File: src/rtl/subleq_pkg.sv
// Shared types and constants for the SUBLEQ control sequencer.
// Provides the FSM state enum, word width and instruction length.
package subleq_pkg;

  localparam int DATA_W      = 64;
  localparam int INSTR_WORDS = 3;

  typedef enum logic [2:0] {
    IDLE,
    FETCH_A,
    FETCH_B,
    FETCH_C,
    LOAD_A,
    LOAD_B,
    EXEC,
    HALT
  } state_t;

endpackage

File: src/rtl/subleq_alu.sv
// Combinational SUBLEQ ALU: res = op_b - op_a (wrapping).
// Ports: op_b, op_a in; res, le_zero (signed res <= 0) out.
module subleq_alu #(
  parameter int W = 64
) (
  input  logic [W-1:0] op_b,
  input  logic [W-1:0] op_a,
  output logic [W-1:0] res,
  output logic         le_zero
);

  assign res     = op_b - op_a;
  assign le_zero = res[W-1] | (res == '0);

endmodule

File: src/rtl/subleq_sequencer.sv
// SUBLEQ control sequencer: 6-cycle fetch/load/exec over a 1-cycle memory.
// Ports: clk, rst, start; mem_* bus; pc, busy, halted, retire, instr_count.
module subleq_sequencer #(
  parameter int                DATA_W   = subleq_pkg::DATA_W,
  parameter logic [DATA_W-1:0] RESET_PC = '0,
  parameter int                CNT_W    = 32
) (
  input  logic              clk,
  input  logic              rst,
  input  logic              start,
  output logic [DATA_W-1:0] mem_addr,
  output logic [DATA_W-1:0] mem_wdata,
  output logic              mem_we,
  output logic              mem_re,
  input  logic [DATA_W-1:0] mem_rdata,
  output logic [DATA_W-1:0] pc,
  output logic              busy,
  output logic              halted,
  output logic              retire,
  output logic [CNT_W-1:0]  instr_count
);

  import subleq_pkg::*;

  localparam logic [DATA_W-1:0] STEP = DATA_W'(INSTR_WORDS);

  state_t state;
  state_t state_n;

  logic [DATA_W-1:0] a_ptr;
  logic [DATA_W-1:0] b_ptr;
  logic [DATA_W-1:0] c_ptr;
  logic [DATA_W-1:0] op_a;
  logic [DATA_W-1:0] res;
  logic              le_zero;

  // Minuend is the B operand arriving on the read bus during EXEC.
  subleq_alu #(
    .W(DATA_W)
  ) u_alu (
    .op_b   (mem_rdata),
    .op_a   (op_a),
    .res    (res),
    .le_zero(le_zero)
  );

  always_ff @(posedge clk) begin
    if (rst) state <= IDLE;
    else     state <= state_n;
  end

  always_comb begin
    state_n = state;
    unique case (state)
      IDLE:    if (start) state_n = FETCH_A;
      FETCH_A: state_n = FETCH_B;
      FETCH_B: state_n = FETCH_C;
      FETCH_C: state_n = LOAD_A;
      LOAD_A:  state_n = LOAD_B;
      LOAD_B:  state_n = EXEC;
      EXEC: begin
        // A negative branch target is the halt convention.
        if (le_zero && c_ptr[DATA_W-1]) state_n = HALT;
        else                            state_n = FETCH_A;
      end
      HALT:    state_n = HALT;
    endcase
  end

  // Strobes are gated by rst so an in-flight write never lands.
  always_comb begin
    mem_re    = 1'b0;
    mem_we    = 1'b0;
    mem_addr  = '0;
    mem_wdata = '0;
    retire    = 1'b0;
    if (!rst) begin
      unique case (state)
        FETCH_A: begin
          mem_re   = 1'b1;
          mem_addr = pc;
        end
        FETCH_B: begin
          mem_re   = 1'b1;
          mem_addr = pc + DATA_W'(1);
        end
        FETCH_C: begin
          mem_re   = 1'b1;
          mem_addr = pc + DATA_W'(2);
        end
        LOAD_A: begin
          mem_re   = 1'b1;
          mem_addr = a_ptr;
        end
        LOAD_B: begin
          mem_re   = 1'b1;
          mem_addr = b_ptr;
        end
        EXEC: begin
          mem_we    = 1'b1;
          mem_addr  = b_ptr;
          mem_wdata = res;
          retire    = 1'b1;
        end
        default: ;
      endcase
    end
  end

  assign busy   = (state != IDLE) && (state != HALT);
  assign halted = (state == HALT);

  // Read data lags the request by one cycle, so each state
  // captures the word requested by the previous one.
  always_ff @(posedge clk) begin
    if (rst) begin
      pc          <= RESET_PC;
      a_ptr       <= '0;
      b_ptr       <= '0;
      c_ptr       <= '0;
      op_a        <= '0;
      instr_count <= '0;
    end else begin
      unique case (state)
        FETCH_B: a_ptr <= mem_rdata;
        FETCH_C: b_ptr <= mem_rdata;
        LOAD_A:  c_ptr <= mem_rdata;
        LOAD_B:  op_a  <= mem_rdata;
        EXEC: begin
          instr_count <= instr_count + CNT_W'(1);
          if (!le_zero)             pc <= pc + STEP;
          else if (!c_ptr[DATA_W-1]) pc <= c_ptr;
        end
        default: ;
      endcase
    end
  end

endmodule

File: config.mk
export PLATFORM = sky130hd
export DESIGN_NAME = subleq_sequencer
export DESIGN_NICKNAME = d
export VERILOG_FILES = /design/src/rtl/subleq_pkg.sv /design/src/rtl/subleq_alu.sv /design/src/rtl/subleq_sequencer.sv
export SDC_FILE = /design/constraint.sdc
export NUM_CORES = 1
export LEC_CHECK = 0
export CAP_MARGIN = 20
export CORE_MARGIN = 2
export CORE_UTILIZATION = 50
export DETAILED_ROUTE_END_ITERATION = 12
export DONT_BUFFER_PORTS = 1
export PLACE_DENSITY = 0.77
export SLEW_MARGIN = 20
export SYNTH_ARGS = -nofsm -noshare
export SYNTH_HDL_FRONTEND = slang
export SYNTH_SLANG_ARGS = --single-unit
File: constraint.sdc
create_clock -name clk -period 7.8 [get_ports clk]
set_input_delay 1.56 -clock clk [delete_from_list [all_inputs] [get_ports clk]]
set_output_delay 1.56 -clock clk [all_outputs]
set_load 0.02 [all_outputs]
* After elaboration in Yosys (flattened, before gate mapping)
Cells that the tools add are included.
** Word-level totals
- Register bits :: 355
- Input bits :: 67
- Output and inout port bits :: 229
- Word-level logic and storage cells :: 44
** Operators by class
- Add/subtract/negate cells :: 5
- Eq/ne operators :: 10
- Multiplexer cells :: 13
- Bitwise logic cells :: 1
- Reduce and logical (&&, ||, !) cells :: 8
** Operator list (count)
- 2-to-1 mux 64 bit :: 5
- case mux 64 bit (5 select lines) :: 1
- adder 64 x 2 -> 64 bit (second input constant) :: 2
- adder 64 x 1 -> 64 bit (second input constant) :: 1
- logical NOT 64 bit :: 1
- subtractor 64 bit :: 1
- adder 32 x 1 -> 32 bit (second input constant) :: 1
- case mux 3 bit (8 select lines) :: 1
- == test 3 bit (second input constant) :: 4
- == test 3 x 2 -> 1 bit (second input constant) :: 2
- 2-to-1 mux 3 bit :: 2
- OR reduction 5 bit :: 1
- 2-to-1 mux 1 bit :: 4
- inequality test 2 bit (second input constant) :: 2
- == test 3 x 1 -> 1 bit (second input constant) :: 1
- logical NOT 3 bit :: 1
- inequality test 3 bit (second input constant) :: 1
- nonzero test 3 bit :: 1
- logical AND 1 bit :: 2
- AND reduction 2 bit :: 1
- OR reduction 2 bit :: 1
- bitwise OR 1 bit :: 1

* Longest topological paths before layout
- Depth in word-level cells :: 6
- Depth in mapped cells :: 18

* Hierarchy
Synthesis repeated with hierarchy kept, for this count alone.
** Unflattened totals
- Cells, all modules :: 3502
- Area total of the unflattened synthesis :: 24252.0 um2
** By module, submodules not included
- subleq_sequencer :: instances 1, cells an instance 2743, area an instance 19397.4 um2, seq. area each 7106.8 um2
- subleq_alu :: instances 1, cells an instance 759, area an instance 4854.7 um2, seq. area each 0.0 um2

* Least setup slack after synthesis
Ideal clock, no wire load.
- Path type :: input -> output
- From :: in mem_rdata[39]
- To :: out mem_wdata[63]
- Data arrival time :: 4.401 ns
- Data required time :: 6.240 ns
- Path slack :: 1.839 ns
- Stages :: 14
- Buffers on the path :: 3
- Cell sequence :: ha_1 -> clkbuf_1 -> nand2_1 -> nor4_4 -> nand3_1 -> a311oi_1 -> nor3_1 -> o21bai_1 -> o21ba_2 -> nor4_1 -> a311oi_1 -> buf_2 -> clkbuf_1 -> nor2_1
** Between the ends
- Longest elaborated chain between the ends :: 3
** RTL lines
- start, declared :: RTL line subleq_sequencer.sv:15 : input logic [DATA_W-1:0] mem_rdata,
- subtractor 64 bit :: RTL line subleq_alu.sv:12 : assign res = op_b - op_a;
- 2-to-1 mux 64 bit :: RTL line subleq_sequencer.sv:78 : unique case (state)
- 2-to-1 mux 64 bit :: RTL line subleq_sequencer.sv:77 : if (!rst) begin
- end, declared :: RTL line subleq_sequencer.sv:12 : output logic [DATA_W-1:0] mem_wdata,
No other way between the ends.

* Worst setup path after layout
- From :: reg pc[0]
- To :: out mem_addr[26]
** Between the ends
- Longest elaborated chain between the ends :: 3
- Elaborated cells on any way between the ends :: 4
- Classes of those cells :: add/sub (2); mux (2)
** RTL lines
- start, declared :: RTL line subleq_sequencer.sv:16 : output logic [DATA_W-1:0] pc,
- start signal, assigned :: RTL line subleq_sequencer.sv:131 : if (!le_zero) pc <= pc + STEP;
- start signal, assigned :: RTL line subleq_sequencer.sv:132 : else if (!c_ptr[DATA_W-1]) pc <= c_ptr;
- adder 64 x 2 -> 64 bit / adder 64 x 1 -> 64 bit (equally long branches) :: RTL line subleq_sequencer.sv:89, subleq_sequencer.sv:85
- case mux 64 bit (5 select lines) * :: RTL line subleq_sequencer.sv:78
- 2-to-1 mux 64 bit * :: RTL line subleq_sequencer.sv:77
- end, declared :: RTL line subleq_sequencer.sv:11 : output logic [DATA_W-1:0] mem_addr,
Every way passes the cells marked *; elsewhere a longest branch is shown, timed or not.

==> impl_metrics.env <==
export IMPL_grtUsageTotal_pct=39.77
export IMPL_cts_hold_buf=0
export IMPL_tns_ns=0
export IMPL_clockBufferDepth=3
export IMPL_portBuffers=0
export IMPL_cp_arrival_ns=5.20
export IMPL_relSlewSlack_pct=14.33
export IMPL_drive_above_1_share_pct=6.126
export IMPL_yosysWarnings=0
export IMPL_ios=296
export IMPL_clock_skew_ns=0.03114
export IMPL_ir_drop_uv=192.7
export IMPL_synth_edf_count=0
export IMPL_setup_viol=0
export IMPL_antenna_left=0
export IMPL_die_area_mm2=0.04813
export IMPL_grt_pass1_vias=22880
export IMPL_final_min_clock_period_ns=6.764
export IMPL_critPathKind="flop to output port"
export IMPL_rows=78
export IMPL_dr_pass1_iters=10
export IMPL_final_common_cell="nand2_1"
export IMPL_drv_slew=0
export IMPL_clock_sinks=355
export IMPL_hold_viol=0
export IMPL_cpMaxStageDelayCell="dfxtp_1"
export IMPL_startpoint_type="flop"
export IMPL_grt_overflow=0
export IMPL_period_share_pct=86.72
export IMPL_vias=25800
export IMPL_cellPowerDensity_mw_per_mm2=186.4
export IMPL_hp_class="flop to flop"
export IMPL_cts_tree="done"
export IMPL_dp_hpwl_um=71540
export IMPL_syn_to_final_growth_pct=6.813
export IMPL_switching_power_uw=1423
export IMPL_nets=3337
export IMPL_cts_made_buffers=41
export IMPL_ys_types=99
export IMPL_syn_inst=3357
export IMPL_avgRoutedWirePerCell_um=25.91
export IMPL_place_area_mm2=0.02338
export IMPL_initial_core_util_pct=50.89
export IMPL_rsz0062_at_grt="no"
export IMPL_die_y_um=219.4
export IMPL_path_buf_inv=0
export IMPL_switching_share_pct=30.80
export IMPL_drtIter0Drc=4576
export IMPL_yosysSeqAreaShare_pct=30.64
export IMPL_drc=0
export IMPL_post_cts_buffers=0
export IMPL_critical_path_max_fanout=13
export IMPL_clk_insertion_delay_late_ns=0.62
export IMPL_h_tree_depth=2
export IMPL_synth_fp_nets=3494
export IMPL_path_delay_family="simple AND/OR/NAND/NOR gates"
export IMPL_cts_clk_slew_worst_paths_ns=0.06
export IMPL_ys_ff_latch=355
export IMPL_most_common_layout_cells="nand2_1, a21oi_1, dfxtp_1, nor2_1, o21ai_0"
export IMPL_drt_wl_total_um=99330
export IMPL_p_int_uw=3196
export IMPL_tightest_slew_ns=1.285
export IMPL_antenna_found_initial=2
export IMPL_cap_violations=0
export IMPL_max_freq_mhz=147.8
export IMPL_endpoint_kind="output port"
export IMPL_crit_required_ns=6.24
export IMPL_status="finished, final reports clean"
export IMPL_pwr_share_seq_pct=41.5
export IMPL_syn_area_per_cell_um2=6.909
export IMPL_core_area_mm2=0.04558
export IMPL_worstPathCellList="ha_1 > nand3_1 > nor2_1 > nand2_1 > nor2_1 > a21oi_1 > or3_1 > or3_1 > nor2_1 > a21oi_1 > a21oi_1"
export IMPL_cts_resized=0
export IMPL_max_stage_delay_ns=0.81
export IMPL_pwr_share_clk_pct=43.3
export IMPL_clockRootBuffer="clkbuf_16"
export IMPL_power_leakage_uw=0.007713
export IMPL_combPwrFrac_pct=15.2
export IMPL_post_place_ws_ns=1.126
export IMPL_grt_max_degree=341
export IMPL_gp_congestion=1.043
export IMPL_synth_main_ff_cell="dfxtp_1"
export IMPL_async_flop_share_pct=0
export IMPL_via_per_inst=6.729
export IMPL_synth_area_mm2=0.02319
export IMPL_stdcell_area_mm2=0.02478
export IMPL_fin_ws_ns=1.036
export IMPL_grt_pass1_wl_um=144800
export IMPL_die_w_um=219.4
==> cell usage after synthesis, types with 7 or more instances <==
cell	count	area, um2
nand2_1	766	2875
a21oi_1	438	2192
dfxtp_1	355	7107
nor2_1	314	1179
clkbuf_1	182	683.2
o21ai_0	125	625.6
inv_1	109	409.1
nand3_1	100	500.5
nor3_1	87	435.4
ha_1	69	863.3
nand4_1	63	394.1
xnor2_1	51	446.7
xor2_1	49	429.2
nor4_1	41	256.5
or3_1	36	225.2
and3_1	34	212.7
a221oi_1	33	289.0
a31oi_1	28	175.2
buf_1	28	105.1
buf_2	22	110.1
a211oi_1	21	157.7
a22oi_1	21	157.7
o211ai_1	21	157.7
a21o_1	18	135.1
and2_1	18	112.6
a222oi_1	17	170.2
mux2i_1	17	170.2
o21a_1	17	127.6
a22o_1	16	140.1
a311oi_1	15	131.4
o31ai_1	15	112.6
and4_1	14	122.6
or2_2	14	87.58
a41oi_1	13	113.9
a211o_1	9	78.83
a21oi_2	9	78.83
nor2b_1	9	56.30
a2111oi_2	8	120.1
nand2b_1	8	50.05
o221ai_1	8	70.07
a32oi_1	7	61.31
buf_4	7	52.55
o21ai_1	7	35.03
or4_1	7	52.55
==> layout make-up <==
class,count,area (um2)
antenna,2,5.005
clock buffer,58,1180
clock inverter,17,205.2
fill,4422,20800
inverter,111,416.7
multi-input combinational,2648,14750
sequential,355,7111
tap,600,750.7
timing repair buffer,43,360.3
==> cells by family after synthesis <==
| family | synth area share, % |
|---|---|
| adder cells (fa/ha/maj) | 3.808 |
| XOR/XNOR | 3.776 |
| multiplexers | 0.8307 |
| buffers and inverters | 6.090 |
| AO/OA/AOI/OAI | 25.02 |
| flip-flops | 30.64 |
| AND/OR/NAND/NOR | 29.83 |
==> registers in the layout (all words and copies together), names as in the netlist <==
name / cells
pc: 64
b_ptr: 64
op_a: 64
a_ptr: 64
c_ptr: 64
instr_count: 32
state: 3
==> worst paths after layout <==
check	from	endpoint	slack, ns	cells past startpoint
worst min register to register	op_a[48]	op_a[48]	0.45	2
worst max-delay path	pc[0]	mem_addr[26]	1.04	11
worst max register to register	op_a[0]	pc[19]	2.28	16
worst min-delay path	op_a[48]	op_a[48]	0.45	2
==> per-layer routing <==
layer / vias to the layer above / GRT usage [%] / wire, um
met5: - / 0 / 22
met4: 4 / 20.16 / 6160
met3: 425 / 13.42 / 14750
met2: 1968 / 59.00 / 41390
met1: 11870 / 51.18 / 37010
li1: 11530 / - / -
==> worst reg2reg max path, stage by stage, from the launching register on <==
cell	delay [ns]
dfxtp_1	0.33
ha_1	0.20
fa_1	0.39
nand2b_1	0.18
a211oi_1	0.41
nand4_1	0.24
a211oi_1	0.46
o31ai_1	0.23
o41ai_1	0.44
xnor2_1	0.26
nand4_1	0.22
or4_1	0.50
nand4b_4	0.34
buf_4	0.30
a21oi_1	0.53
nor3_1	0.12
o221a_2	0.26
==> power by group through the flow <==
stage                     Sequential (uW)  Clock, uW  Combinational [uW]
after global routing                 1920       2080                 734
final                                1920       2000                 701
after CTS                            1910       2000                 668
after floorplan                      1930          0                 499
after detailed placement             1950          0                 664
after global placement               1950          0                 667
==> metrics by stage <==
stage          power, uW  std cells  util [%]  hold WS, ns
3_5_place_dp        2618       3757     51.31       0.4463
3_3_place_gp        2619       3757     51.31       0.4415
2_1_floorplan       2425       3357         -       0.4332
6_report            4619       3834     54.36       0.4544
5_1_grt             4733       3832     54.35       0.4647
4_1_cts             4583       3832     54.35       0.4540
Power figures use the tool's default switching activity.
